$ cat src/rtl/cpu_pkg.sv
// Shared CPU definitions: instruction field positions, fetch/decode state
// encoding and the sequential PC step.
package cpu_pkg;

  localparam int INSTR_W  = 32;

  localparam int OP_MSB   = 31;
  localparam int OP_LSB   = 26;
  localparam int FUNC_MSB = 5;
  localparam int FUNC_LSB = 0;
  localparam int RS_MSB   = 25;
  localparam int RS_LSB   = 21;
  localparam int RT_MSB   = 20;
  localparam int RT_LSB   = 16;
  localparam int RD_MSB   = 15;
  localparam int RD_LSB   = 11;
  localparam int IMM_MSB  = 15;
  localparam int IMM_LSB  = 0;
  localparam int IMM_W    = IMM_MSB - IMM_LSB + 1;

  localparam int PC_STEP  = 4;

  typedef enum logic [1:0] {
    S_FETCH  = 2'd0,
    S_DECODE = 2'd1,
    S_MEM    = 2'd2,
    S_FAULT  = 2'd3
  } state_t;

endpackage

$ cat src/rtl/fetch_decode_unit_if.sv
// Instruction-memory fetch channel: req/addr from the fetch unit, ack/rdata
// from memory.
interface fetch_decode_unit_if #(
  parameter int ADDR_W = 16
) ();
  import cpu_pkg::*;

  logic               imem_req;
  logic [ADDR_W-1:0]  imem_addr;
  logic               imem_ack;
  logic [INSTR_W-1:0] imem_rdata;

  modport master (
    output imem_req,
    output imem_addr,
    input  imem_ack,
    input  imem_rdata
  );

  modport slave (
    input  imem_req,
    input  imem_addr,
    output imem_ack,
    output imem_rdata
  );

endinterface

$ cat src/rtl/fetch_decode_unit_pc_next_calc.sv
// Combinational next-PC: pc + 4, plus the sign-extended word offset of imm
// when the branch is taken. Wraps modulo 2^ADDR_W.
module pc_next_calc
  import cpu_pkg::*;
#(
  parameter int ADDR_W = 16
) (
  input  logic [ADDR_W-1:0] pc,
  input  logic [IMM_W-1:0]  imm,
  input  logic              take_branch,
  output logic [ADDR_W-1:0] next_pc
);

  logic [ADDR_W-1:0] offset;

  // Sign-extend to 32 bits and scale to bytes before truncating to the PC width.
  assign offset  = take_branch ? ADDR_W'({{(32 - IMM_W - 2){imm[IMM_W-1]}}, imm, 2'b00})
                               : '0;
  assign next_pc = pc + ADDR_W'(PC_STEP) + offset;

endmodule

$ cat src/rtl/fetch_decode_unit.sv
// Fetch/decode sequencer: owns the PC, fetches into the IR over a req/ack
// handshake and sequences PC update around memory-access stalls.
// Optional fetch watchdog enabled by defining FETCH_TIMEOUT_EN.
module fetch_decode_unit
  import cpu_pkg::*;
#(
  parameter int                ADDR_W      = 16,
  parameter logic [ADDR_W-1:0] RESET_PC    = '0,
  parameter int                TIMEOUT_CYC = 64
) (
  input  logic                      clk,
  input  logic                      rst_n,
  fetch_decode_unit_if.master       imem,
  input  logic                      pc_we,
  input  logic                      branch,
  input  logic                      branch_cond,
  input  logic                      mem_done,
  output logic [OP_MSB-OP_LSB:0]    op_code,
  output logic [FUNC_MSB-FUNC_LSB:0] func_code,
  output logic [RS_MSB-RS_LSB:0]    rs,
  output logic [RT_MSB-RT_LSB:0]    rt,
  output logic [RD_MSB-RD_LSB:0]    rd,
  output logic [IMM_W-1:0]          imm,
  output logic [ADDR_W-1:0]         pc,
  output logic                      instr_valid,
  output logic                      fetch_fault
);

  state_t             state, next_state;
  logic [INSTR_W-1:0] ir;
  logic [ADDR_W-1:0]  pc_q, next_pc;
  logic               req_q;
  logic               fetch_ok;
  logic               pc_update;
  logic               watchdog_trip;

  // The first S_FETCH cycle after reset has req low, so an ack there is ignored.
  assign fetch_ok = (state == S_FETCH) && req_q && imem.imem_ack;

  pc_next_calc #(.ADDR_W(ADDR_W)) u_pc_next (
    .pc          (pc_q),
    .imm         (ir[IMM_MSB:IMM_LSB]),
    .take_branch (branch & branch_cond),
    .next_pc     (next_pc)
  );

`ifdef FETCH_TIMEOUT_EN
  localparam int CNT_W = $clog2(TIMEOUT_CYC + 1);
  logic [CNT_W-1:0] wd_cnt;

  always_ff @(posedge clk or negedge rst_n) begin
    if (!rst_n)                           wd_cnt <= '0;
    else if (state != S_FETCH)            wd_cnt <= '0;
    else if (req_q && !imem.imem_ack)     wd_cnt <= wd_cnt + CNT_W'(1);
  end

  // A same-cycle ack takes priority over the trip.
  assign watchdog_trip = (state == S_FETCH) && req_q && !imem.imem_ack &&
                         (wd_cnt == CNT_W'(TIMEOUT_CYC - 1));
  assign fetch_fault   = (state == S_FAULT);
`else
  assign watchdog_trip = 1'b0;
  assign fetch_fault   = 1'b0;
`endif

  // NOTE: every output of a combinational block gets a default first, so no
  // path through the case leaves it unassigned and infers a latch.
  always_comb begin
    next_state = state;
    pc_update  = 1'b0;
    unique case (state)
      S_FETCH: begin
        if (fetch_ok)           next_state = S_DECODE;
        else if (watchdog_trip) next_state = S_FAULT;
      end
      S_DECODE: begin
        if (pc_we) begin
          pc_update  = 1'b1;
          next_state = S_FETCH;
        end else begin
          next_state = S_MEM;
        end
      end
      S_MEM: begin
        if (mem_done) begin
          pc_update  = 1'b1;
          next_state = S_FETCH;
        end
      end
      S_FAULT: next_state = S_FAULT;
    endcase
  end

  // NOTE: state registers use non-blocking assignments so every flop samples
  // the pre-edge values regardless of statement order.
  always_ff @(posedge clk or negedge rst_n) begin
    if (!rst_n) begin
      state <= S_FETCH;
      req_q <= 1'b0;
      pc_q  <= RESET_PC;
      ir    <= '0;
    end else begin
      state <= next_state;
      req_q <= (next_state == S_FETCH);
      if (fetch_ok)  ir   <= imem.imem_rdata;
      if (pc_update) pc_q <= next_pc;
    end
  end

  assign imem.imem_req  = req_q;
  assign imem.imem_addr = pc_q;

  assign op_code     = ir[OP_MSB:OP_LSB];
  assign func_code   = ir[FUNC_MSB:FUNC_LSB];
  assign rs          = ir[RS_MSB:RS_LSB];
  assign rt          = ir[RT_MSB:RT_LSB];
  assign rd          = ir[RD_MSB:RD_LSB];
  assign imm         = ir[IMM_MSB:IMM_LSB];
  assign pc          = pc_q;
  assign instr_valid = (state == S_DECODE);

endmodule

$ cat src/flat_wrapper.sv
// flat-port wrapper written by rule: the top's interface ports become plain ports
module fetch_decode_unit_flat import cpu_pkg::*;
#(
  parameter int                ADDR_W      = 16,
  parameter logic [ADDR_W-1:0] RESET_PC    = '0,
  parameter int                TIMEOUT_CYC = 64
)
  (clk, rst_n, pc_we, branch, branch_cond, mem_done, op_code, func_code, rs, rt, rd, imm, pc, instr_valid, fetch_fault, imem_imem_req, imem_imem_addr, imem_imem_ack, imem_imem_rdata);
  fetch_decode_unit_if #(.ADDR_W(ADDR_W)) imem_i ();
  input  logic clk;
  input  logic rst_n;
  input  logic pc_we;
  input  logic branch;
  input  logic branch_cond;
  input  logic mem_done;
  output logic [OP_MSB-OP_LSB:0] op_code;
  output logic [FUNC_MSB-FUNC_LSB:0] func_code;
  output logic [RS_MSB-RS_LSB:0] rs;
  output logic [RT_MSB-RT_LSB:0] rt;
  output logic [RD_MSB-RD_LSB:0] rd;
  output logic [IMM_W-1:0] imm;
  output logic [ADDR_W-1:0] pc;
  output logic instr_valid;
  output logic fetch_fault;
  output wire logic [$bits(imem_i.imem_req)-1:0] imem_imem_req;
  output wire logic [$bits(imem_i.imem_addr)-1:0] imem_imem_addr;
  input wire logic [$bits(imem_i.imem_ack)-1:0] imem_imem_ack;
  input wire logic [$bits(imem_i.imem_rdata)-1:0] imem_imem_rdata;
  assign imem_imem_req = imem_i.imem_req;
  assign imem_imem_addr = imem_i.imem_addr;
  assign imem_i.imem_ack = imem_imem_ack;
  assign imem_i.imem_rdata = imem_imem_rdata;
  fetch_decode_unit #(.ADDR_W(ADDR_W), .RESET_PC(RESET_PC), .TIMEOUT_CYC(TIMEOUT_CYC)) u_core (.clk(clk), .rst_n(rst_n), .imem(imem_i), .pc_we(pc_we), .branch(branch), .branch_cond(branch_cond), .mem_done(mem_done), .op_code(op_code), .func_code(func_code), .rs(rs), .rt(rt), .rd(rd), .imm(imm), .pc(pc), .instr_valid(instr_valid), .fetch_fault(fetch_fault));
endmodule
$ cat config.mk
export PLATFORM = sky130hd
export DESIGN_NAME = fetch_decode_unit_flat
export DESIGN_NICKNAME = d
export VERILOG_FILES = /design/src/rtl/cpu_pkg.sv /design/src/rtl/fetch_decode_unit_if.sv /design/src/rtl/fetch_decode_unit_pc_next_calc.sv /design/src/rtl/fetch_decode_unit.sv /design/src/flat_wrapper.sv
export SDC_FILE = /design/constraint.sdc
export NUM_CORES = 1
export LEC_CHECK = 0
export ABC_AREA = 1
export CORE_MARGIN = 2
export CORE_UTILIZATION = 35
export CTS_BUF_LIST = sky130_fd_sc_hd__clkbuf_16
export DETAILED_ROUTE_END_ITERATION = 16
export PLACE_DENSITY = 0.67
export SLEW_MARGIN = 10
export SYNTH_ARGS = -nofsm -noshare
export SYNTH_HDL_FRONTEND = slang
export SYNTH_SLANG_ARGS = --single-unit
export TNS_END_PERCENT = 1
$ cat constraint.sdc
create_clock -name clk -period 1.98 [get_ports clk]
set_input_delay 0.198 -clock clk [delete_from_list [all_inputs] [get_ports clk]]
set_output_delay 0.198 -clock clk [all_outputs]
set_load 0.05 [all_outputs]
Word-level counts from Yosys, hierarchy flattened

Cells that the tools add are included.

Reduce and logical (&&, ||, !) cells: 4
Muxes and demuxes: 8
Bitwise operators: 1
$add $sub $neg: 2
Eq/ne operators: 3

Operators with widths:

| operator                                       | number |
|---|---|
| adder 16 bit                                   | 1 |
| adder 16 x 3 -> 16 bit (second input constant) | 1 |
| 2-to-1 mux 16 bit                              | 1 |
| case mux 2 bit (4 select lines)                | 1 |
| 2-to-1 mux 2 bit                               | 3 |
| == test 2 bit (second input constant)          | 2 |
| logical NOT 2 bit                              | 2 |
| == test 2 x 1 -> 1 bit (second input constant) | 1 |
| logical AND 1 bit                              | 2 |
| 2-to-1 mux 1 bit                               | 2 |
| case mux 1 bit (2 select lines)                | 1 |
| AND 1 bit                                      | 1 |

Register bits after elaboration: 51
Output and inout bits: 78

Logic depth before layout (Yosys ltp)

Gate-level depths: netlist (run 1).

Depth after elaboration: 6
Depth in mapped cells: 15

Hierarchy

Synthesis (run 1) repeated with hierarchy kept, for this count alone.

Cells, all modules: 450
Area, all modules: 3349.5 µm²

Modules (own cells, without submodules):

| module            | seq. area each (µm²) | instances | area an instance (µm²) | cells an instance |
|---|---|---|---|---|
| fetch_decode_unit | 1276.2               | 1         | 2323.5                 | 263 |
| pc_next_calc      | 0.0                  | 1         | 1026.0                 | 187 |

Least setup slack after synthesis (run 1)

Ideal clock, no wire load.

Kind: register -> register
Start: register u_core.ir[1]
End: register u_core.pc_q[9] (netlist: u_core.imem.imem_addr[9])
Stages on the path, launching flop included: 13
Clock period less this slack: 2.362 ns
Setup slack: -0.382 ns
Arrival: 2.244 ns
Setup time: 0.118 ns
Cell sequence: dfrtp_1 inv_1 nor2_1 ha_1 ha_1 fa_1 nand2_1 nand2_1 nand2_1 o21ai_1 xor2_1 nand2_1 nand2_1

Cells in the longest elaborated chain, start to end: 2

RTL lines:

| item                     | line                                 | source |
|---|---|---|
| start: declaration       | fetch_decode_unit.sv:30              | `logic [INSTR_W-1:0] ir;` |
| start signal: assignment | fetch_decode_unit.sv:105             | `if (fetch_ok) ir <= imem.imem_rdata;` |
| 2-to-1 mux 16 bit        | fetch_decode_unit_pc_next_calc.sv:17 | `assign offset = take_branch ? ADDR_W'({{(32 - IMM_W - 2){imm[IMM_W-1]}}, imm, 2'b00})` |
| adder 16 bit             | fetch_decode_unit_pc_next_calc.sv:19 | `assign next_pc = pc + ADDR_W'(PC_STEP) + offset;` |
| end signal: assignment   | fetch_decode_unit.sv:106             | `if (pc_update) pc_q <= next_pc;` |
| end: declaration         | fetch_decode_unit.sv:31              | `logic [ADDR_W-1:0] pc_q, next_pc;` |

Every way passes these cells.
A chain may end at the register's enable or synchronous reset.

Worst setup path after layout (run 1)

Ends and elaborated chain as after synthesis.

==> out/metrics.cfg, run 1 <==
[cts]
ctsLongestPathBuffers=2
numCtsBuffers=5
cts_tree=yes
clk_pin_slew_ps=70
clk_latency_ps=280
htreeDepth=2
root_buffer=clkbuf_16
numClockSinks=49

[routing]
viasPerCell=4.562
drt-pass1-iter-count=4
vias=2842
drt-wirelength-per-cell_um=13.71
drt_iter0_drc=112
drcViolationCount=0
totalWireLength_um=8543
drtAntennaViolNets=0

[timing]
slew_viol_final=0
tns_ps=-25.54
holdWs_ps=392.3
fin_ws_ps=-18.27
finalSetupViolations=2
fin_crit_sh_pct=100.9
worst_slew_pin_slew_ps=526.9
hold_viol_final=0
fin_crit_ps=1998
relSlewSlack_pct=64.76
finalClockSkew_ps=4.063
rsz0062_at_grt=yes
fmax_ghz=0.5004

[floorplan]
die_w_um=99.05
die_area_mm2=0.009810
die_h_um=99.05
num_rows=34
io_pins=117
start_util_pct=36.26
core_area_mm2=0.008721

[logic_synthesis]
synth_area_leaders=dfrtp_1 (39%), ha_1 (12%), nand2_1 (11%)
synth_edf_count=0
synthTopCellsByCount=nand2_1 (93), inv_1 (51), dfrtp_1 (49), nor2_1 (39), buf_4 (31)
synth_cell_types=23
async_flop_share_pct=100.0
netlist_area_mm2=0.003162
ys_ff_latch=49
synth.largest_area_cell=dfrtp_1
synth_top_cell_area_share_pct=38.78
synth.most_common_cell=nand2_1
seq_area_frac_synth_pct=38.78
ys_warn_count=0
synthCells=382
synth_ff_type=dfrtp_1
avgSynthCellArea_um2=8.277

[power]
power.total_uw=9395
max-vdd-ir-drop_mv=1.076
power.density_mw_per_mm2=1895
power.leakage_uw=0.002440

[finish]
nFillCells=785
nets=584
design_area_mm2=0.004959
area_growth_pct=56.83
layout-drive-gt1-share_pct=25.83
finish.utilization_pct=56.86
n_antenna_cell=0

[critical_path]
crit_buf_inv=1
crit_start=u_core.ir[1]
cp_top_family=adder cells
worstSetupPathType=reg2reg
cp-start-kind=register
timing.rr.start=u_core.ir[1]
end_kind=register
cpPeakStageDelay_ps=430
crit_fanout=4
slowest_stage=fa_2
crit_top_cell=nand2_2
path_cells=inv_2 -> nor2_4 -> ha_4 -> ha_4 -> fa_2 -> nand2_2 -> nand2_2 -> nand2_2 -> o21ai_2 -> xor2_1 -> nand2_1 -> nand2_1
required_ps=2160
arrival_ps=2180

[global_route]
grt_max_degree=32
grt_pass1_vias=2802
track_usage_pct=16.63
antenna_found_initial=0
grt_overflow=0
grt_first_pass_wirelength_um=13320

[outcome]
violations=negative setup slack
status=finished, violations left

[worst_hold_path]
min_path_type=in2async

[place]
place_congestion=0.9298
placed_area_mm2=0.004459
io_buffers=111
place.detailed.hpwl_um=6321

[run]
drv_cap=0

==> through the flow <==
step	std cells	setup WS [ps]
after floorplan	386	-116.4
final	623	-18.27
after global placement	605	-521.2
after detailed placement	605	-555.0
after global routing	623	-115.2
after CTS	616	-36.05
==> placed cells by master (no fill, tap or decap), types with 3 or more instances in the layout <==
cell / n
nor2_2: 3
dfrtp_1: 41
ha_1: 17
nand2_1: 79
a21oi_1: 16
dfrtp_2: 8
nand4_1: 3
buf_4: 46
nand2_2: 12
xor2_1: 5
nand3_1: 14
nor2_1: 34
mux2_2: 18
nand3_2: 6
clkbuf_16: 5
clkdlybuf4s50_1: 107
inv_2: 5
xnor2_1: 3
a21oi_2: 3
conb_1: 5
inv_1: 47
ha_4: 12
o21ai_0: 5
==> worst register-to-register path, stage by stage, from the launching register on <==
cell and delay [ps]:
dfrtp_2 410, inv_2 90, nor2_4 40, ha_4 210, ha_4 160, fa_2 430
nand2_2 80, nand2_2 60, nand2_2 100, o21ai_2 70, xor2_1 140, nand2_1 60
nand2_1 50
==> flip-flops by register name, indices dropped and copies added (netlist names) <==
register / flops
u_core.ir: 32
u_core.imem.imem_addr: 14
u_core.state: 2
u_core.imem.imem_req: 1
==> path summary, 6_finish.rpt <==
path	endpoint	slack, ps	cells past startpoint
max	u_core.imem.imem_addr[9]	-20	12
min	u_core.ir[28]	390	2
max reg2reg	u_core.imem.imem_addr[9]	-20	12
min reg2reg	u_core.ir[30]	500	1
max in group asynchronous	u_core.ir[3]	980	3
min in group clk	u_core.ir[7]	480	3
==> kinds of logic after synthesis <==
logic type | Yosys count | share of synthesized area [%]
simple gates | 156 | 19.79
buf+inv | 90 | 15.20
flops | 49 | 38.78
fa+ha+maj | 31 | 12.50
compound gates | 28 | 4.511
mux | 19 | 6.885
xor+xnor | 8 | 2.216
other cells | 1 | 0.1186
==> repair_timing <==
action	CTS	global route
buffers inserted	1	7
setup endpoints to repair	10	10
gates resized for setup	16	39
pin swaps	7	20
hold endpoints to repair	19	0
hold buffers	1	0
cloned	1	0
==> cell type report <==
type | instances | area [um2] | area share [%]
clock inverters | 3 | 18.77 | 0.3785
inverters | 51 | 191.4 | 3.861
flip-flops and latches | 49 | 1236 | 24.93
multi-input cells | 247 | 1733 | 34.95
clock buffers | 5 | 125.1 | 2.523
well taps | 108 | 135.1 | 2.725
repair buffers | 160 | 1519 | 30.63
==> power breakdown <==
group | leakage, uW | total (uW) | internal [uW] | switching [uW]
combinational | 0.00180 | 6760 | 2610 | 4150
clock | 0.0000672 | 839 | 464 | 375
sequential | 0.000571 | 1800 | 1490 | 314
==> routing by layer <==
metal | GRT usage, % | share of wire (%) | up-vias
li1 | - | - | 1430
met1 | 22.12 | 44 | 1321
met2 | 29.00 | 50 | 81
met3 | 2.837 | 4.7 | 10
met4 | 2.529 | 1.2 | 0
met5 | 0 | 0 | -
Power figures use the tool's default switching activity.
==> inputs of run 2 (changes only) <==
--- a/config.mk
+++ b/config.mk
@@ -8,9 +8,8 @@
 export ABC_AREA = 1
 export CORE_MARGIN = 2
 export CORE_UTILIZATION = 35
-export CTS_BUF_LIST = sky130_fd_sc_hd__clkbuf_16
 export DETAILED_ROUTE_END_ITERATION = 16
-export PLACE_DENSITY = 0.67
+export PLACE_DENSITY = 0.65
 export SLEW_MARGIN = 10
 export SYNTH_ARGS = -nofsm -noshare
 export SYNTH_HDL_FRONTEND = slang
==> constraint.sdc (replaced) <==
create_clock -name clk -period 2.05 [get_ports clk]
set_input_delay 0.205 -clock clk [delete_from_list [all_inputs] [get_ports clk]]
set_output_delay 0.205 -clock clk [all_outputs]
set_load 0.05 [all_outputs]
==> run 2 against run 1 <==
  * The flow still finishes with violations (negative setup slack)
  * Non-clock buffer count is 22 lower
  * Clock skew is 2.6 ps higher
  * Maximum frequency is 5.0% lower
  * Sequential power hardly changed
  * Count of clock-buffer cells in the layout is 1 higher
  * Combinational power is 13% lower
  * Cell count is 3.4% lower
  * Final area is 8.2% lower
  * First-iteration DRC count is 47% lower
  * Die area stayed put
==> out/metrics.cfg, run 2 (synthesized netlist as in run 1, its figures left out) <==
[routing]
drt_iter0_drc=59
viasPerCell=4.691
drt-pass1-iter-count=4
drtAntennaViolNets=0
drt-wirelength-per-cell_um=13.35
totalWireLength_um=8036
drcViolationCount=0
vias=2824

[finish]
instances_no_fill=602
finish.utilization_pct=52.20
nets=563
layout_common_cells=clkdlybuf4s50_1 (107), nand2_1 (86), inv_1 (50), dfrtp_1 (41), nor2_1 (38)
n_antenna_cell=0
nFillCells=818
area_growth_pct=43.97
largest_register=u_core.ir
multiInputGateArea_mm2=0.001583
regArea_mm2=0.001236
final_common_cell=clkdlybuf4s50_1
largest_reg_flops=32
layout-drive-gt1-share_pct=17.21

[cts]
htreeDepth=2
clk_pin_slew_ps=100
clk_latency_ps=310
root_buffer=clkbuf_8
ctsLongestPathBuffers=2
numClockSinks=49
cts_tree=yes
numCtsBuffers=5

[floorplan]
start_util_pct=36.26
core_area_mm2=0.008721
io_pins=117
die_area_mm2=0.009810
die_h_um=99.05
die_w_um=99.05
num_rows=34

[critical_path]
arrival_ps=2310
end_kind=register
crit_top_cell=nand2_2
worstSetupPathType=reg2reg
rr_worst_depth=13
timing.rr.end=u_core.imem.imem_addr[15]
regToRegSetupSlack_ps=-50
slowest_stage=dfrtp_2
path_cells=inv_2 -> nor2_1 -> ha_1 -> ha_4 -> fa_2 -> nand2_2 -> nand2_2 -> nand3_2 -> nand2_2 -> nand2_2 -> nand3_2 -> nand3_2 -> nand2_2
crit_fanout=4
timing.rr.start=u_core.ir[1]
cp-start-kind=register
required_ps=2260
cpPeakStageDelay_ps=420

[run]
drv_cap=0

[power]
power.density_mw_per_mm2=1816
max-vdd-ir-drop_mv=1.038
power.leakage_uw=0.002305

[timing]
holdWs_ps=334.5
finalClockSkew_ps=6.697
rsz0062_at_grt=yes
fmax_ghz=0.4755
fin_ws_ps=-53.10
hold_viol_final=0
worst_slew_pin_slew_ps=553.9
slew_viol_final=0
fin_crit_ps=2103
finalSetupViolations=3
relSlewSlack_pct=62.96
fin_crit_sh_pct=102.6

[global_route]
grt_pass1_vias=2698
antenna_found_initial=0
grt_overflow=0
met2_usage_pct=28.22
grt_first_pass_wirelength_um=13120
grt-busiest-layer=met2
gr-usage-met3_pct=3.050
met1_usage_pct=21.58
track_usage_pct=16.43
grt_max_degree=32

[place]
place_congestion=0.9061
place.detailed.hpwl_um=6153
dpl.cell_count=589
io_buffers=111

[outcome]
violations=negative setup slack
status=finished, violations left

[worst_hold_path]
min_path_type=in2async

[run 2: changes by cell type in the layout (fill, tap and decap cells not counted), sizes merged]
cell and delta:
nand2 +1, clkbuf +1, buf -22, inv -1, clkdlybuf4s15 -2, dlygate4sd2 +2
[run 2: stage by stage]
step                instance area [um2]  power [uW]  setup TNS [ps]  setup slack [ps]
floorplan                          3193        5878          -131.3            -46.35
global placement                   4327        7484           -5528            -605.0
detailed placement                 4327        7544           -5987            -640.7
CTS                                4461        8205          -162.5            -88.94
global route                       4552        8783          -694.6            -154.6
finish                             4552        8265          -103.5            -53.10
[run 2: routing by layer]
layer	up-vias	part of all wire [%]
li1	1384	-
met1	1350	44
met2	83	50
met3	7	5.0
met4	0	1.1
met5	-	0
[run 2: worst max path at each step]
stage / startpoint / end / slack [ps] / depth (start not counted)
2_1_floorplan: u_core.ir[1] / u_core.imem.imem_addr[9] / -50 / 12
3_3_place_gp: branch / u_core.imem.imem_addr[15] / -610 / 14
3_5_place_dp: branch / u_core.imem.imem_addr[15] / -640 / 14
4_1_cts: u_core.ir[1] / u_core.imem.imem_addr[15] / -90 / 13
5_1_grt: u_core.ir[1] / u_core.imem.imem_addr[15] / -150 / 12
6_report: u_core.ir[1] / u_core.imem.imem_addr[15] / -50 / 13
[run 2: layout make-up]
type                    instances  share of cell area [%]
repair buffers                138                   28.97
flip-flops and latches         49                   27.16
clock buffers                   6                   1.594
inverters                      51                   4.206
multi-input cells             248                   34.77
clock inverters                 2                  0.3299
well taps                     108                   2.969
[run 2: timing repair]
item	in CTS	in global routing
gates resized for setup	7	15
pin swaps	2	11
hold endpoints to repair	15	0
gates cloned	1	0
buffers inserted	2	1
hold buffers	1	0
endpoints found under the setup margin	11	10
[run 2: worst max-delay path, delay by kind of cell, from the launching register on]
kind                       cells  cell delay (ps)
and+or+nand+nor                9              630
buffers and inverters          1               60
DFF                            1              420
adders and majority gates      3              920
[run 2: power by group]
part / leakage (uW) / switching [uW] / internal [uW]
registers: 0.000571 / 341 / 1430
logic: 0.00170 / 3760 / 2140
clock network: 0.0000374 / 352 / 241
total: 0.00231 / 4450 / 3810
==> inputs of run 3 (changes only) <==
--- a/config.mk
+++ b/config.mk
@@ -6,10 +6,9 @@
 export NUM_CORES = 1
 export LEC_CHECK = 0
 export ABC_AREA = 1
-export CORE_MARGIN = 2
-export CORE_UTILIZATION = 35
+export CORE_UTILIZATION = 45
 export DETAILED_ROUTE_END_ITERATION = 16
-export PLACE_DENSITY = 0.65
+export PLACE_DENSITY = 0.8
 export SLEW_MARGIN = 10
 export SYNTH_ARGS = -nofsm -noshare
 export SYNTH_HDL_FRONTEND = slang
==> run 3 against run 2 <==
  * Largest cell class unchanged
  * Clock power about the same
  * Routed wire length increased by 1.0%
  * The run still ends with negative setup slack left
  * Non-clock buffer count is 2 higher
  * Total power is 1.1% higher
==> out/metrics.cfg, run 3 (synthesized netlist as in run 1, its figures left out) <==
[outcome]
status=finished, violations left
violations=negative setup slack

[timing]
worst_slew_pin_slew_ps=589.2
fin_crit_sh_pct=105.1
fin_crit_ps=2154
slew_viol_final=0
fin_ws_ps=-104.0
finalClockSkew_ps=10.77
hold_viol_final=0
rsz0062_at_grt=yes
fmax_ghz=0.4642
finalSetupViolations=4
relSlewSlack_pct=60.72

[place]
placed_area_mm2=0.004314
io_buffers=111
place.detailed.hpwl_um=6072
place_congestion=0.8609

[floorplan]
num_rows=30
start_util_pct=46.54
die_area_mm2=0.007365
die_h_um=85.82
core_area_mm2=0.006794
die_w_um=85.82
io_pins=117

[run]
drv_cap=0

[cts]
ctsLongestPathBuffers=2
root_buffer=clkbuf_8
htreeDepth=2
clk_latency_ps=310
numCtsBuffers=5
cts_tree=yes
numClockSinks=49
clk_pin_slew_ps=100

[power]
seqPwrFrac_pct=21.3
combPwrFrac_pct=71.6
power.density_mw_per_mm2=1831
max-vdd-ir-drop_mv=1.062
swShare_pct=54.06
power.total_uw=8359
pwr-share-clk_pct=7.1
power.internal_uw=3841
switching_power_uw=4519
power.leakage_uw=0.002327

[routing]
drt-wirelength-per-cell_um=13.71
vias=2848
totalWireLength_um=8118
drcViolationCount=0
drt-pass1-iter-count=5
drt_iter0_drc=138
viasPerCell=4.811
drtAntennaViolNets=0

[global_route]
track_usage_pct=22.08
grt_first_pass_wirelength_um=12900
antenna_found_initial=0
grt_max_degree=27
grt_overflow=0
grt_pass1_vias=2823

[finish]
n_antenna_cell=0
final_common_cell=clkdlybuf4s50_1
nFillCells=531
finish.utilization_pct=67.20
area_growth_pct=44.40
largest_register=u_core.ir
design_area_mm2=0.004566
nets=565
largest_reg_flops=32
layout_common_cells=clkdlybuf4s50_1 (107), nand2_1 (86), inv_1 (50), dfrtp_1 (41), nor2_1 (37)
layout-drive-gt1-share_pct=17.94

[critical_path]
worstSetupPathType=reg2reg
required_ps=2240
end_kind=register
timing.rr.end=u_core.imem.imem_addr[7]
rr_worst_depth=11
timing.rr.start=u_core.ir[1]
regToRegSetupSlack_ps=-100
cp-start-kind=register
arrival_ps=2350
crit_fanout=4

[worst_hold_path]
min_path_type=in2async

-- run 3: cell types whose count changed in the layout (fill, tap and decap cells not counted), sizes merged --
cell         delta
clkinv          +3
clkinvlp        -2
buf             +1
clkbuf          -1
dlygate4sd2     +1
-- run 3: repair_timing --
action                                  4_1_cts  5_1_grt
pin swaps                                     1       12
setup buffers                                 0        5
hold endpoints to repair                     24        0
endpoints found under the setup margin       12       10
gates resized for setup                       5       22
cloned                                        1        0
hold buffers                                  1        0
-- run 3: power by group through the flow --
stage	clock [uW]	sequential, uW	combinational, uW
6_report	595	1780	5980
5_1_grt	649	1840	6340
4_1_cts	607	1790	5790
3_5_place_dp	0	1800	5760
3_3_place_gp	0	1770	5680
2_1_floorplan	0	3270	2610
-- run 3: worst max-delay path by stage --
stage,slack (ps),to,cells after the start,startpoint
after detailed placement,-610,u_core.imem.imem_addr[15],14,branch_cond
after CTS,-40,u_core.imem.imem_addr[15],13,u_core.ir[1]
after global placement,-520,u_core.imem.imem_addr[15],13,branch
after global routing,-170,u_core.imem.imem_addr[15],13,u_core.ir[1]
final,-100,u_core.imem.imem_addr[7],11,u_core.ir[1]
after floorplan,-50,u_core.imem.imem_addr[9],12,u_core.ir[1]
-- run 3: per-stage QoR --
stage,setup TNS (ps),hold slack (ps),std cells,setup WS [ps]
finish,-292.7,424.3,592,-104.0
global route,-943.1,460.8,592,-165.7
CTS,-59.44,440.9,587,-35.42
detailed placement,-6101,240.8,577,-608.4
global placement,-5400,240.3,577,-522.2
floorplan,-131.3,-90.59,386,-46.35
-- run 3: layout make-up --
class                   count  area, um2  share of cell area [%]
clock inverters             3      22.52                  0.4933
inverters                  51      191.4                   4.193
multi-input cells         248       1592                   34.86
flip-flops and latches     49       1236                   27.08
clock buffers               5      68.82                   1.507
repair buffers            140       1335                   29.24
well taps                  96      120.1                   2.631
-- run 3: critical path: stages, from the launching register on --
cell and delay, ps:
dfrtp_2 420, inv_2 60, nor2_2 40, ha_1 330, ha_4 180, fa_2 420
nand2_2 90, nand2_2 70, nand2_2 80, buf_4 110, xor2_1 160, o21ai_1 80
-- run 3: per-layer routing --
layer | track usage (%) | vias up | share of wire [%]
li1 | - | 1387 | -
met1 | 27.14 | 1344 | 41
met2 | 39.78 | 102 | 53
met3 | 3.465 | 15 | 4.5
met4 | 6.818 | 0 | 1.8
met5 | 0 | - | 0
